<file path="config.mk">
export PLATFORM = sky130hd
export DESIGN_NAME = cla_nibble_sequencer
export DESIGN_NICKNAME = d
export VERILOG_FILES = /design/src/rtl/cla_nibble_sequencer.sv
export SDC_FILE = /design/constraint.sdc
export NUM_CORES = 1
export LEC_CHECK = 0
export BUFFER_PORTS_ARGS = -buffer_cell sky130_fd_sc_hd__buf_4
export CAP_MARGIN = 20
export CORE_MARGIN = 8
export CORE_UTILIZATION = 55
export CTS_CLUSTER_SIZE = 40
export DETAILED_ROUTE_END_ITERATION = 6
export PLACE_DENSITY = 0.8
export SETUP_SLACK_MARGIN = 0.4
export SLEW_MARGIN = 40
export SYNTH_ARGS = -nofsm -noshare
export SYNTH_HDL_FRONTEND = slang
export SYNTH_SLANG_ARGS = --single-unit
</file>
<file path="constraint.sdc">
create_clock -name clk -period 2.7 [get_ports clk]
set_input_delay 0.27 -clock clk [delete_from_list [all_inputs] [get_ports clk]]
set_output_delay 0.27 -clock clk [all_outputs]
set_load 0.01 [all_outputs]
</file>
<file path="src/rtl/cla_nibble_sequencer.sv">
// rtl/cla_nibble_sequencer.sv - nibble-serial operand feeder and result collector around a 4-bit CLA
// Adds two W-bit operands one nibble per clock through an external combinational adder.
module cla_nibble_sequencer #(
  parameter int NIBBLES = 4,
  localparam int W = 4 * NIBBLES
) (
  input  logic         clk,
  input  logic         rst,
  input  logic         start,
  input  logic [W-1:0] a,
  input  logic [W-1:0] b,
  input  logic         cin,
  output logic         busy,
  output logic         done,
  output logic [W-1:0] sum,
  output logic         cout,
  output logic         overflow,
  output logic [3:0]   add_a,
  output logic [3:0]   add_b,
  output logic         add_cin,
  input  logic [3:0]   add_sum,
  input  logic         add_cout
);

  localparam int CW = (NIBBLES > 1) ? $clog2(NIBBLES) : 1;
  localparam logic [CW-1:0] LAST = CW'(NIBBLES - 1);

  typedef enum logic [1:0] {
    IDLE = 2'd0,
    RUN  = 2'd1,
    DONE = 2'd2
  } state_t;

  state_t         state;
  state_t         state_nxt;
  logic           load;
  logic           last;
  logic [W-1:0]   a_reg;
  logic [W-1:0]   b_reg;
  logic [W-1:0]   sum_reg;
  logic [W-1:0]   sum_next;
  logic           carry;
  logic [CW-1:0]  cnt;
  logic           sa;
  logic           sb;
  logic           ovf_reg;
  logic           ovf_next;

  // New sum nibble enters at the top; after NIBBLES shifts nibble 0 sits at the bottom.
  assign sum_next = W'({add_sum, sum_reg} >> 4);
  assign ovf_next = (sa == sb) && (sum_next[W-1] != sa);
  assign last     = (cnt == LAST);

  always_comb begin
    state_nxt = state;
    load      = 1'b0;
    case (state)
      IDLE: begin
        if (start) begin
          load      = 1'b1;
          state_nxt = RUN;
        end
      end
      RUN: begin
        if (last) begin
          state_nxt = DONE;
        end
      end
      DONE: begin
        if (start) begin
          load      = 1'b1;
          state_nxt = RUN;
        end else begin
          state_nxt = IDLE;
        end
      end
      default: begin
        state_nxt = IDLE;
      end
    endcase
  end

  always_ff @(posedge clk or posedge rst) begin
    if (rst) begin
      state   <= IDLE;
      a_reg   <= '0;
      b_reg   <= '0;
      sum_reg <= '0;
      carry   <= 1'b0;
      cnt     <= '0;
      sa      <= 1'b0;
      sb      <= 1'b0;
      ovf_reg <= 1'b0;
    end else begin
      state <= state_nxt;
      if (load) begin
        a_reg <= a;
        b_reg <= b;
        carry <= cin;
        cnt   <= '0;
        sa    <= a[W-1];
        sb    <= b[W-1];
      end else if (state == RUN) begin
        sum_reg <= sum_next;
        carry   <= add_cout;
        a_reg   <= a_reg >> 4;
        b_reg   <= b_reg >> 4;
        cnt     <= cnt + 1'b1;
        if (last) begin
          ovf_reg <= ovf_next;
        end
      end
    end
  end

  // Adder inputs come straight from flops so they settle once per cycle without glitches.
  assign add_a    = (state == RUN) ? a_reg[3:0] : 4'd0;
  assign add_b    = (state == RUN) ? b_reg[3:0] : 4'd0;
  assign add_cin  = (state == RUN) ? carry : 1'b0;

  assign busy     = (state == RUN);
  assign done     = (state == DONE);
  assign sum      = sum_reg;
  assign cout     = carry;
  assign overflow = ovf_reg;

endmodule

</file>
### Word-level counts from Yosys, hierarchy flattened

Index checks and enable logic that the tools add are counted.

* bits in registers: 56
* latch bits: 0
* bits in writable memories: 0
* memory bits (read-only): 0
* logic and storage cells: 42
* memories kept: 0

* $add $sub $neg: 1
* multipliers: 0
* divide/modulo/power cells: 0
* $lt $le $gt $ge: 0
* equality and inequality tests: 7
* shift-type cells: 0
* muxes and demuxes: 17
* bitwise operators: 1
* reductions and logical operators: 7

Operators by type and width (count)
* $mux 16: 4
* $mux 2: 4
* $mux 4: 2
* $mux 1: 6
* $pmux 2 s3: 1
* $eq 2x2->1 const B: 2
* $reduce_and 2->1: 2
* $reduce_and 3->1: 1
* $add 2x1->2 const B: 1
* $eq 2x1->1 const B: 1
* $logic_not 2->1: 1
* $ne 2x1->1 const B: 1
* $ne 2x2->1 const B: 1
* $reduce_bool 2->1: 1
* $reduce_or 2->1: 1
* $eq 1x1->1: 1
* $logic_and 1x1->1: 1
* $ne 1x1->1: 1
* $not 1->1: 1

### Longest topological paths before layout

* depth after elaboration: 5
* depth in mapped cells: 7
* gate-level depth less buffers: 4

### Least setup slack after synthesis

OpenSTA, ideal clock, no wires.

* path kind: reg2out
* start: register state[1]
* end: output add_a[0]
* arrival time: 1007 ps
* data required time: 2430 ps
* slack: 1423 ps
* cell stages (with the launch flop): 6
* path buffers: 2
* cell sequence: dfrtp_1 nand2b_1 buf_6 inv_4 buf_2 and2_1

* cells in the longest elaborated chain, start to end: 2

Ends and longest elaborated chain
* start: declaration: line 34 `state_t state;`
* start signal: assignment: line 95 `state <= state_nxt;`
* $eq 2x1->1: line 117 `assign add_a = (state == RUN) ? a_reg[3:0] : 4'd0;`
* $mux 4: line 117
* end: declaration: line 18 `output logic [3:0] add_a,`

Every way passes these cells.

### Final worst setup path

* start: register state[1]
* end: output add_cin

* cells in the longest elaborated chain, start to end: 2

Ends and longest elaborated chain
* $eq 2x1->1: line 119 `assign add_cin = (state == RUN) ? carry : 1'b0;`
* $mux 1: line 119
* end: declaration: line 20 `output logic add_cin,`

Every way passes these cells.

==> qor.txt <==
clock-pin slew of the registers on the worst-case setup and hold paths -> 90 ps
Core Region -> 4294 um^2
sequential area share after synthesis -> 57.70%
post-synthesis cell type count -> 23
DRC -> 0
Post-DP HPWL -> 3699 um
nature of the critical path startpoint -> register
Final min period -> 1935 ps
CTS Sinks -> 56
num rows -> 24
syn_area_per_cell -> 9.096 um^2
n_diodes -> 0
root buffer cell -> clkbuf_8
Worst-Margin Slew -> 568.3 ps
wire per inst -> 14.47 um
Vias -> 1,978
Starting DRT DRC Count -> 131
Setup crit end kind -> output port
Yosys top cell area share -> 57.70%
Synth Flop Type -> dfrtp_1
Layout fillers -> 346
die width -> 82.45 um
area leader, netlist -> dfrtp_1
H-tree levels -> 2
area delta synth->final -> 26.89%
die area -> 6798 um^2
hold_buf cts -> 0
max_slew headroom -> 62.12%
Max FO, Critical Path -> 59
Final TNS setup -> 0 ps
CTS tree -> yes
Synth area leaders -> dfrtp_1 (58%), nand2_1 (17%), a31oi_1 (5.2%)
LEAKAGE -> 1.577 nW
status -> finished clean
RSZ-0062 raised after global routing -> no
initial antenna violation count -> 0
fraction of registers with async set/reset -> 100.0%
max-slew violations -> 0
register bit total from synthesis -> 56
fmax -> 516.9 MHz
final setup fails -> 0
Final Cycle Share -> 71.65%
final setup skew -> 4.828 ps
Initial Util -> 56.56%
Die H -> 82.45 um
post-layout net count -> 369
critical path class -> register to output port
Via density -> 5.205
overall routed net length -> 5500 um
port bufs -> 69
CTS max path bufs -> 2
share of cells above drive strength 1 -> 26.52%
Worst Hold Class -> input port to async pin
largest net degree at the start of global routing -> 60
Post-Syn Nets -> 309
# IOs -> 70
total track usage -> 16.72%
Remaining Overflow, GRT -> 0
CP Data Arrival Time -> 1660 ps
Max-Cap Viols -> 0
number of synthesized flops with an enable pin -> 0
WHS -> 2.961 ps
Post-CTS Setup Repair Bufs -> 0
Placer Congestion -> 0.7052
Post-Syn Area -> 2429 um^2
pwr/cell area -> 1234 nW/um^2
number of CTS-inserted buffers -> 5
first-pass GRT wire length -> 9004 um
drt pass-1 iters -> 4
CTS resizes -> 0
antenna viol nets, final -> 0
yosys warns -> 0
synthesized netlist cell count -> 267
Req. time, crit path -> 2430 ps
Clock Latency Late Sink -> 300 ps
Max VDD drop -> 764.8 uV
Fin. Hold Viols -> 0
vias in the first global route -> 1,954
[cell usage after synthesis, types with 2 or more instances]
cell type    n
nor2_1      21
o21ai_0      2
buf_6        6
dfrtp_1     56
a21oi_1      6
a22o_1       5
buf_2       11
nand2b_1     2
nand2_1    107
nand3_1      6
a22oi_1      5
and2_1       9
nor2b_1      2
a31oi_1     20
[worst paths after layout]
kind	depth (start not counted)	start	endpoint	slack, ps
max in group asynchronous	3	rst	b_reg[5]	2440
worst min-delay path	3	rst	sum[9]	3
worst min register to register	2	sum[0]	sum[0]	500
worst max-delay path	4	state[1]	add_cin	770
worst max register to register	4	state[1]	cnt[1]	1210
min in group clk	3	add_sum[2]	sum[14]	150
[stage by stage]
| stage | util, % | area (um^2) | power, mW | worst slack [ps] | std cells |
|---|---|---|---|---|---|
| CTS | 71.77 | 3082 | 3.835 | 777.3 | 380 |
| global placement | 67.95 | 2918 | 3.031 | 1137 | 372 |
| floorplan | - | 2429 | 2.594 | 1059 | 267 |
| finish | 71.77 | 3082 | 3.802 | 765.5 | 380 |
| global route | 71.77 | 3082 | 4.103 | 671.7 | 380 |
| detailed placement | 68.07 | 2923 | 3.103 | 1113 | 372 |
[layer usage]
layer	wire [um]	share of wire [%]	track usage, %
met2	2605	47	26.62
met1	2417	44	22.15
met5	0	0	0
met3	463	8.4	4.978
met4	13	0.24	3.333
[layout make-up]
type	count	area (um^2)	area share (%)
Tap cell	52	65.06	2.111
Clock buffer	5	68.82	2.233
Multi-Input combinational cell	190	893.4	28.99
Sequential cell	56	1401	45.47
Clock inverter	3	90.09	2.923
Timing Repair Buffer	72	553.0	17.95
Inverter	2	10.01	0.3248
[critical path, cell delays in order, from the launching register on]
cell and delay (ps):
dfrtp_1 380, nand2b_2 200, inv_4 420, and2_1 220
buf_4 120
[cells by family after synthesis]
group / synth area share (%)
flops: 57.70
fa+ha+maj: 0.5151
compound gates: 10.51
buf+inv: 5.924
simple gates: 25.35
[power breakdown]
part / leakage [nW] / internal (mW) / switching, mW
clock network: 0.0784 / 0.464 / 0.267
registers: 0.697 / 1.23 / 0.231
logic: 0.802 / 0.687 / 0.922
[layout by cell type (no fill, tap or decap)]
cell type	n
a22oi_1	5
nor2_1	21
and3b_1	1
nand2_1	107
and2_1	9
nor2_2	1
a21oi_2	1
o21ai_0	2
nand2b_4	1
bufinv_16	3
a22o_1	5
a21oi_1	6
dfrtp_1	56
nor2b_1	2
nand3_1	6
and2_4	1
inv_2	1
inv_4	1
nand2b_2	1
clkbuf_8	5
ha_1	1
buf_12	1
buf_4	71
a31oi_1	20
Note: power is estimated with default switching activity, not from simulation.
